--- config.mk ---
export PLATFORM = sky130hd
export DESIGN_NAME = imem_dmem_port_arbiter
export DESIGN_NICKNAME = d
export VERILOG_FILES = /design/src/rtl/mem_arb_pkg.sv /design/src/rtl/arb_streak_counter.sv /design/src/rtl/imem_dmem_port_arbiter.sv
export SDC_FILE = /design/constraint.sdc
export NUM_CORES = 1
export LEC_CHECK = 0
export BUFFER_PORTS_ARGS = -buffer_cell sky130_fd_sc_hd__buf_4
export CAP_MARGIN = 20
export CORE_MARGIN = 5
export CORE_UTILIZATION = 42
export DETAILED_ROUTE_END_ITERATION = 7
export PLACE_DENSITY = 0.81
export SLEW_MARGIN = 20
export SYNTH_ARGS = -nofsm -noshare
export SYNTH_HDL_FRONTEND = slang
export SYNTH_SLANG_ARGS = --single-unit
--- constraint.sdc ---
create_clock -name clk -period 1.9 [get_ports clk]
set_input_delay 0.475 -clock clk [delete_from_list [all_inputs] [get_ports clk]]
set_output_delay 0.475 -clock clk [all_outputs]
set_load 0.02 [all_outputs]
--- src/rtl/mem_arb_pkg.sv ---
// Shared types for the IF/MEM single-port RAM arbiter.
// Latency: n/a (types and constants only).
// Backpressure: n/a.
// Contents: arb_owner_e records which port owns the read data that returns
// one cycle after a grant. IF_FETCH_BE is the all-ones fetch byte-enable
// source, sliced to DW/8 by the user.
package mem_arb_pkg;

  typedef enum logic [1:0] {
    RESP_NONE = 2'd0,
    RESP_IF   = 2'd1,
    RESP_D    = 2'd2
  } arb_owner_e;

  // Wide enough for any DW up to 512; users take the low DW/8 bits.
  localparam logic [63:0] IF_FETCH_BE = '1;

endpackage

--- src/rtl/arb_streak_counter.sv ---
// Saturating count of consecutive data grants taken while fetch is waiting.
// Latency: at_max_o reflects the registered count, updated on each rising edge.
// Backpressure: none; inc_i is ignored once the count sits at MAX.
// Ports:
//   clk, rst   clock and synchronous active-high reset
//   inc_i      count one more data grant won over a waiting fetch
//   clr_i      fetch was served or stopped asking; restart the streak
//   at_max_o   streak has reached MAX, fetch must win the next contention
module arb_streak_counter #(
  parameter int MAX = 4
) (
  input  logic clk,
  input  logic rst,
  input  logic inc_i,
  input  logic clr_i,
  output logic at_max_o
);

  localparam int W = $clog2(MAX + 1);

  logic [W-1:0] r_cnt;

  always_ff @(posedge clk) begin
    if (rst) begin
      r_cnt <= '0;
    end else if (clr_i) begin
      r_cnt <= '0;
    end else if (inc_i && (r_cnt != W'(MAX))) begin
      r_cnt <= r_cnt + W'(1);
    end
  end

  assign at_max_o = (r_cnt == W'(MAX));

endmodule

--- src/rtl/imem_dmem_port_arbiter.sv ---
// Shares one single-port sync RAM between the fetch port and the load/store port.
// Latency: grant is combinational in the request cycle; read data returns one cycle later.
// Backpressure: the losing requester sees stall_*_o and must hold its request.
// Optional feature macro: ARB_ANTI_STARVE_EN (fetch wins after MAX_D_STREAK data wins).
// Ports:
//   clk, rst                    clock, synchronous active-high reset
//   if_req_i/if_addr_i          fetch request;  if_gnt_o, if_rvalid_o, if_rdata_o back
//   d_req_i/d_we_i/d_be_i/...   load/store request; d_gnt_o, d_rvalid_o, d_rdata_o back
//   mem_*_o / mem_rdata_i       RAM command and read data
//   stall_if_o, stall_d_o       request pending but not granted this cycle
module imem_dmem_port_arbiter
  import mem_arb_pkg::*;
#(
  parameter int AW           = 32,
  parameter int DW           = 32,
  parameter int MAX_D_STREAK = 4
) (
  input  logic            clk,
  input  logic            rst,
  input  logic            if_req_i,
  input  logic [AW-1:0]   if_addr_i,
  output logic            if_gnt_o,
  output logic            if_rvalid_o,
  output logic [DW-1:0]   if_rdata_o,
  input  logic            d_req_i,
  input  logic            d_we_i,
  input  logic [DW/8-1:0] d_be_i,
  input  logic [AW-1:0]   d_addr_i,
  input  logic [DW-1:0]   d_wdata_i,
  output logic            d_gnt_o,
  output logic            d_rvalid_o,
  output logic [DW-1:0]   d_rdata_o,
  output logic            mem_en_o,
  output logic            mem_we_o,
  output logic [DW/8-1:0] mem_be_o,
  output logic [AW-1:0]   mem_addr_o,
  output logic [DW-1:0]   mem_wdata_o,
  input  logic [DW-1:0]   mem_rdata_i,
  output logic            stall_if_o,
  output logic            stall_d_o
);

  if (MAX_D_STREAK < 1) begin : g_bad_streak
    $error("MAX_D_STREAK must be at least 1");
  end

  arb_owner_e     r_owner;
  logic [DW-1:0]  r_if_rdata;
  logic [DW-1:0]  r_d_rdata;
  logic           w_starve;
  logic           w_if_gnt;
  logic           w_d_gnt;

`ifdef ARB_ANTI_STARVE_EN
  logic w_streak_inc;
  logic w_streak_clr;

  // Only data wins taken against a waiting fetch count toward the streak.
  assign w_streak_inc = w_d_gnt & if_req_i;
  assign w_streak_clr = w_if_gnt | ~if_req_i;

  arb_streak_counter #(
    .MAX (MAX_D_STREAK)
  ) u_streak (
    .clk      (clk),
    .rst      (rst),
    .inc_i    (w_streak_inc),
    .clr_i    (w_streak_clr),
    .at_max_o (w_starve)
  );
`else
  assign w_starve = 1'b0;
`endif

  // Data normally wins so the older instruction drains first; a starved
  // fetch overrides that only while it is actually contending.
  assign w_d_gnt  = d_req_i & ~(if_req_i & w_starve);
  assign w_if_gnt = if_req_i & ~w_d_gnt;

  assign if_gnt_o   = w_if_gnt;
  assign d_gnt_o    = w_d_gnt;
  assign stall_if_o = if_req_i & ~w_if_gnt;
  assign stall_d_o  = d_req_i & ~w_d_gnt;

  always_comb begin
    mem_en_o    = 1'b0;
    mem_we_o    = 1'b0;
    mem_be_o    = '0;
    mem_addr_o  = '0;
    mem_wdata_o = '0;
    if (w_d_gnt) begin
      mem_en_o    = 1'b1;
      mem_we_o    = d_we_i;
      mem_be_o    = d_be_i;
      mem_addr_o  = d_addr_i;
      mem_wdata_o = d_wdata_i;
    end else if (w_if_gnt) begin
      mem_en_o    = 1'b1;
      mem_be_o    = IF_FETCH_BE[DW/8-1:0];
      mem_addr_o  = if_addr_i;
    end
  end

  // Owner of the RAM data arriving next cycle. Stores complete at grant,
  // so they leave no owner behind.
  always_ff @(posedge clk) begin
    if (rst) begin
      r_owner <= RESP_NONE;
    end else if (w_if_gnt) begin
      r_owner <= RESP_IF;
    end else if (w_d_gnt && !d_we_i) begin
      r_owner <= RESP_D;
    end else begin
      r_owner <= RESP_NONE;
    end
  end

  always_ff @(posedge clk) begin
    if (rst) begin
      r_if_rdata <= '0;
      r_d_rdata  <= '0;
    end else begin
      if (r_owner == RESP_IF) r_if_rdata <= mem_rdata_i;
      if (r_owner == RESP_D)  r_d_rdata  <= mem_rdata_i;
    end
  end

  // Reset in the response cycle drops the in-flight result.
  assign if_rvalid_o = (r_owner == RESP_IF) & ~rst;
  assign d_rvalid_o  = (r_owner == RESP_D)  & ~rst;

  // Bypass the RAM data in the rvalid cycle, then hold it.
  assign if_rdata_o = if_rvalid_o ? mem_rdata_i : r_if_rdata;
  assign d_rdata_o  = d_rvalid_o  ? mem_rdata_i : r_d_rdata;

endmodule

==> metrics.txt, run 1 <==
GRT Util Overall=28.3%; f_max=460 MHz; hpwl dp=12500 um; layout cell share with drive strength beyond 1=53.8%; asr flop ratio synth=0%; Synth Cell Area=4000 um2; Seq/Total Area, Yosys=33.0%; delay of the slowest cell on the worst path=340 ps; CTS max path bufs=2; Hold Startpoint=d_we_i; Setup TNS=-15540 ps; Crit. End Element=output port; maximum VDD drop=0.000332 V; R2R setup slack=610 ps; Most Crowded Layer GR=met2; H-tree Lvls=3; initial core utilization=43.3%; ys flop type=dfxtp_1; CP max FO=7; # DRC=0; cell count after synthesis=447; post-synth top area share=between 30% and 40%; Yosys top cell by area=dfxtp_1; critical path start-end classification=reg2out; synth warn=0; DR iter-0 viols=254; die height=between 100 and 150 um; Clk pwr share=33.2%; Syn Nets=584; #FFs+latches synth=66; most numerous cell in the Yosys netlist=nand2_1; largest net degree at the start of global routing=74; Post-synth EDFFs=0; Die ar.=about 12000 um2; met3 Usage GRT=9.06%; # IOs=277; Clock transition at path regs=~60 ps; mean post-synth cell area=8.95 um2; most frequent cells after synthesis=nand2_1, dfxtp_1, a21oi_1; Reg2Reg Depth=4; leakage power=3.15 nW; combinational power share=30.9%; WL final=17100 um; P_int=roughly 2.9 mW; port bufs=275; max_cap viols=0; fillers=638; total clock sinks=66; Yosys cell types=21; Final Cycle Share=114%; Final Skew=10.9 ps; antenna violations before repair=0; setup slack at placement=-60.6 ps; clock root buffer=clkbuf_8; WL/cell=between 20 and 25 um; PwrDens=598 nW/um2; status=complete, but fails checks; CP arrival=1700 ps; via count=4339; die span in x=108 um; Final min period=2170 ps; Placeable Area=9240 um2; CP max stage cell=dfxtp_2; Min-Delay Path Depth=2; final net count=851; CP required=1420 ps; Min-Delay Endpoint=r_owner[1]; final setup margin=-272 ps; clk_lat worst skew=around 340 ps; Most Frequent Cell on Critical Path=buf_12; startpoint types=flip-flop; unrepaired setup endpoints after global routing=yes; DRT antenna net count=0; part of the power in registers=35.9%; RR Startpoint=r_owner[1]; M2 GR Usage=49.4%; R2R Path End=r_if_rdata[22]; vias per cell=5.12; M1 GR Usage=31.9%; hold crit path type=in2reg; cts bufs inserted=9; CTS tree=yes; Switching Power=1.17 mW; failing checks=setup timing; first-pass GRT wire length=~25000 um; placer congestion estimate=0.900; Fin. Hold Viols=0; Area growth, synth to finish=69.3%; top cells by area, synth=dfxtp_1, mux2_4, nand2_1, a21oi_1, a22o_1; sw frac=~29%; setup violators final=65; fin. max-slew vios=0; cells along the critical path=nand2b_4, nor2_8, buf_12, buf_12, mux2_4, buf_6; total grt overflow=0; number of global-route vias before repair=4367; Row Count=35; Hold WS=321 ps; DR pass1 iterations=5; n_diodes=0
==> logic make-up (layout without fill, tap and decap cells) <==
group	count (synthesis)	in the layout	share of synthesized area [%]
AND/OR/NAND/NOR	172	172	19.7
multiplexers	64	64	23.5
buffers and inverters	44	316	7.95
other	1	1	0.0938
flip-flops	66	66	33.0
AO/OA/AOI/OAI	100	100	15.8
==> worst max-delay path: cells and delay by family (launching register included) <==
| family | cells | cell delay (ps) |
|---|---|---|
| buffers and inverters | 3 | 410 |
| DFF | 1 | 340 |
| muxes | 1 | 320 |
| and+or+nand+nor | 2 | 290 |
==> per-stage QoR <==
stage / instance area, um2 / cells / total power, mW / util, %
after floorplan: 4000 / 447 / 2.05 / -
after global placement: 6100 / 823 / 2.63 / 66.1
after detailed placement: 6100 / 823 / 2.65 / 66.1
after CTS: 6810 / 851 / 4.07 / 73.7
after global routing: 6770 / 848 / 4.21 / 73.3
final: 6770 / 848 / 4.05 / 73.3
==> state kept, by name, indices dropped and copies added (netlist names) <==
register	flops
r_owner	2
r_if_rdata	32
r_d_rdata	32
==> cell usage in the layout (no fill, tap or decap), types with 2 or more instances in the layout <==
master,instances
buf_8,4
a22o_1,32
nand2_1,128
and2_1,34
clkbuf_8,11
dfxtp_1,64
nand2b_4,2
buf_4,225
buf_6,62
nor2_8,2
mux2_4,64
a21o_1,4
and2b_1,2
a21oi_1,64
bufinv_16,2
buf_16,2
buf_12,6
==> power groups by stage <==
stage | Sequential (mW) | Combinational [mW] | Clock [mW]
after floorplan | 1.48 | 0.577 | 0
after global placement | 1.48 | 1.15 | 0
after detailed placement | 1.48 | 1.16 | 0
after CTS | 1.45 | 1.25 | 1.37
after global routing | 1.46 | 1.31 | 1.44
final | 1.46 | 1.25 | 1.35
==> metal layers <==
| metal | up-vias | wire (um) | share of wire (%) |
|---|---|---|---|
| li1 | 2033 | - | - |
| met1 | 2040 | 6350 | 37 |
| met2 | 230 | 8660 | 51 |
| met3 | 36 | 1450 | 8.5 |
| met4 | 0 | 595 | 3.5 |
| met5 | - | 0 | 0 |
==> worst max path at each step <==
stage                          start        endpoint  slack (ps)  cells after the start
after detailed placement         rst   if_rdata_o[0]         -60                      5
after global routing      r_owner[1]  if_rdata_o[20]        -320                      6
after global placement           rst   if_rdata_o[0]         -50                      5
after CTS                 r_owner[1]  if_rdata_o[20]        -290                      6
after floorplan                  rst   d_rdata_o[22]         100                      4
final                     r_owner[1]  if_rdata_o[20]        -270                      6
==> final cells by class <==
cell class | count | area (um2) | area share (%)
clock inverter | 4 | 73.8 | 1.09
tap | 129 | 161 | 2.38
timing repair buffer | 300 | 2650 | 39.1
clock buffer | 12 | 155 | 2.29
multi-input combinational | 337 | 2400 | 35.5
sequential | 66 | 1330 | 19.6
==> timing repair <==
action	CTS	global route
cloned	4	1
hold buffers	0	0
setup endpoints to repair	65	70
resized for setup	84	7
pin swaps	2	2
endpoints found under the hold margin	0	0
buffers inserted	8	0
Note: power is estimated with default switching activity, not from simulation.
==> inputs of run 2 (changes only) <==
- CORE_AREA: not set -> 2 2 107 109
- CORE_MARGIN: 5 -> not set
- CORE_UTILIZATION: 42 -> not set
- DIE_AREA: not set -> 0 0 109 111
- PLACE_DENSITY: 0.81 -> 0.72
==> run 2 against run 1 <==
The flow still finishes with violations (setup timing). Core utilization down 13 points. Fmax about the same. Setup slack worse by 1.7 ps. First-iteration DRC count down 0.79%. Register-to-register slack worse by 80 ps.
==> metrics.txt, run 2 (synthesized netlist as in run 1, its figures left out) <==
status=complete, but fails checks (unchanged); failing checks=setup timing (unchanged); clk_lat worst skew=330 ps (was 340 ps); Design Area, Final=6720 um2 (was 6770 um2); WL final=18500 um (was 17100 um); CTS max path bufs=2 (unchanged); number of global-route vias before repair=4258 (was 4367); DRT antenna net count=0 (unchanged); total grt overflow=0 (unchanged); Area growth, synth to finish=67.9% (was 69.3%); maximum VDD drop=0.000323 V (was 0.000332 V); first-pass GRT wire length=26500 um (was 25100 um); sw frac=30.7% (was 28.9%); leakage power=3.12 nW (was 3.15 nW); worst setup path endpoint=if_rdata_o[6] (was if_rdata_o[20]); DR iter-0 viols=252 (was 254); initial core utilization=36.1% (was 43.3%); number of cells on the critical path=6 (unchanged); # IOs=277 (unchanged); cts bufs inserted=9 (unchanged); Slew @ Worst Pin=696 ps; Final Skew=9.33 ps (was 10.9 ps); cells along the critical path=nand2b_4, nor2_8, buf_12, buf_16, mux2_4, buf_4 (was nand2b_4, nor2_8, buf_12, buf_12, mux2_4, buf_6); f_max=460 MHz (about the same); H-tree Lvls=3 (unchanged); CP max FO=5 (was 7); Reg2Reg Depth=3 (was 4); final net count=850 (was 851); DR pass1 iterations=4 (was 5); Crit. End Element=output port (unchanged); Most Crowded Layer GR=met2 (unchanged); # DRC=0 (unchanged); Regs by FF count=r_d_rdata: 32 flops, r_if_rdata: 32 flops, r_owner: 2 flops (unchanged); largest net degree at the start of global routing=67 (was 74); setup violators final=64 (was 65); setup slack at placement=-64.9 ps (was -60.6 ps); R2R Path End=r_d_rdata[21] (was r_if_rdata[22]); via count=4359 (was 4339); M1 GR Usage=34.6% (was 31.9%); WL/cell=21.4 um (was 20.1 um); die height=111 um (was 108 um); Final min period=2170 ps (about the same); Largest delay share family, worst path=buffers and inverters (unchanged); critical path start-end classification=reg2out (unchanged); Hold WS=309 ps (was 321 ps); CTS tree=yes (unchanged); Placeable Area=11100 um2 (was 9240 um2); combinational power share=29.2% (was 30.9%); port bufs=275 (unchanged); Final Cycle Share=114% (about the same); R2R setup slack=530 ps (was 610 ps); Die ar.=12100 um2 (was 11600 um2); hpwl dp=14600 um (was 12500 um); CP Launch Point=r_owner[1] (unchanged); CP required=1420 ps (about the same); layout cell share with drive strength beyond 1=54.2% (was 53.8%); Power Total=4.24 mW (was 4.05 mW); total clock sinks=66 (unchanged); Row Count=39 (was 35); startpoint types=flip-flop (unchanged); Clock transition at path regs=60 ps (about the same); most common cell after layout, fill and taps aside=buf_4 (unchanged); WP buf/inv=3 (unchanged); part of the power in registers=34.3% (was 35.9%); die span in x=109 um (was 108 um); antenna violations before repair=0 (unchanged); Clk pwr share=36.5% (was 33.2%); CP max stage cell=dfxtp_2 (unchanged); Setup TNS=-13950 ps (was -15540 ps); Cell Area, Placed=6120 um2 (was 6100 um2); PwrDens=631 nW/um2 (was 598 nW/um2); clock root buffer=clkbuf_16 (was clkbuf_8); hold crit path type=in2reg (unchanged); CP arrival=1700 ps (about the same); max_cap viols=0 (unchanged); Min-Delay Path Depth=2 (unchanged); fin. max-slew vios=0 (unchanged); placer congestion estimate=0.909 (was 0.900); Fin. Hold Viols=0 (unchanged); P_int=2.94 mW (was 2.88 mW); Rel. slew slack=53.6%; met3 Usage GRT=10.9% (was 9.06%); commonest non-fill, non-tap cells in the layout=buf_4, nand2_1, a21oi_1, dfxtp_1, mux2_4 (was buf_4, nand2_1, mux2_4, a21oi_1, dfxtp_1); RR Startpoint=r_owner[0] (was r_owner[1]); delay of the slowest cell on the worst path=340 ps (about the same); M2 GR Usage=50.9% (was 49.4%); unrepaired setup endpoints after global routing=yes (unchanged); final setup margin=-274 ps (was -272 ps); GRT Util Overall=29.9% (was 28.3%); vias per cell=5.06 (was 5.12); Switching Power=1.30 mW (was 1.17 mW)
run 2: changes by cell type in the layout (fill, tap and decap cells not counted), moves of 2 or more:
cell,previous run,this run
clkbuf_8,11,0
mux2_2,0,2
inv_6,0,2
mux2_4,64,62
buf_4,225,254
clkinvlp_4,0,4
buf_8,4,2
bufinv_16,2,0
buf_6,62,34
clkbuf_16,1,9
run 2: per-stage QoR:
step                      util, %  instances
after floorplan                 -        447
after global placement       55.2        839
after detailed placement     55.2        839
after CTS                    60.6        862
after global routing         60.6        861
final                        60.6        862
run 2: how the worst min path moves through the flow:
| stage | from | endpoint | slack [ps] |
|---|---|---|---|
| 2_1_floorplan | r_d_rdata[0] | r_d_rdata[0] | 430 |
| 3_3_place_gp | r_if_rdata[11] | r_if_rdata[11] | 440 |
| 3_5_place_dp | r_if_rdata[4] | r_if_rdata[4] | 450 |
| 4_1_cts | d_we_i | r_owner[1] | 300 |
| 5_1_grt | d_we_i | r_owner[1] | 310 |
| 6_report | d_we_i | r_owner[1] | 310 |
run 2: per-layer routing:
layer,wire length (um),share of wire [%]
met5,0,0
met4,488,2.6
met3,1830,9.9
met2,9260,50
met1,6880,37
run 2: final cells by class:
cell class / count / area (um2)
fill: 924 / 4360
timing repair buffer: 299 / 2520
multi-input combinational: 337 / 2410
sequential: 66 / 1330
clock buffer: 9 / 225
tap: 143 / 179
clock inverter: 7 / 52.6
antenna: 1 / 2.50
run 2: power groups by stage:
stage / combinational (mW) / clock [mW] / sequential (mW)
finish: 1.24 / 1.55 / 1.46
global route: 1.30 / 1.65 / 1.46
CTS: 1.23 / 1.57 / 1.45
detailed placement: 1.18 / 0 / 1.48
global placement: 1.17 / 0 / 1.48
floorplan: 0.577 / 0 / 1.48
run 2: timing repair:
action	CTS	global route
hold buffers	0	0
setup buffers	3	0
gates resized for setup	46	7
gates cloned	4	0
endpoints found under the setup margin	68	66
pin swaps	1	1
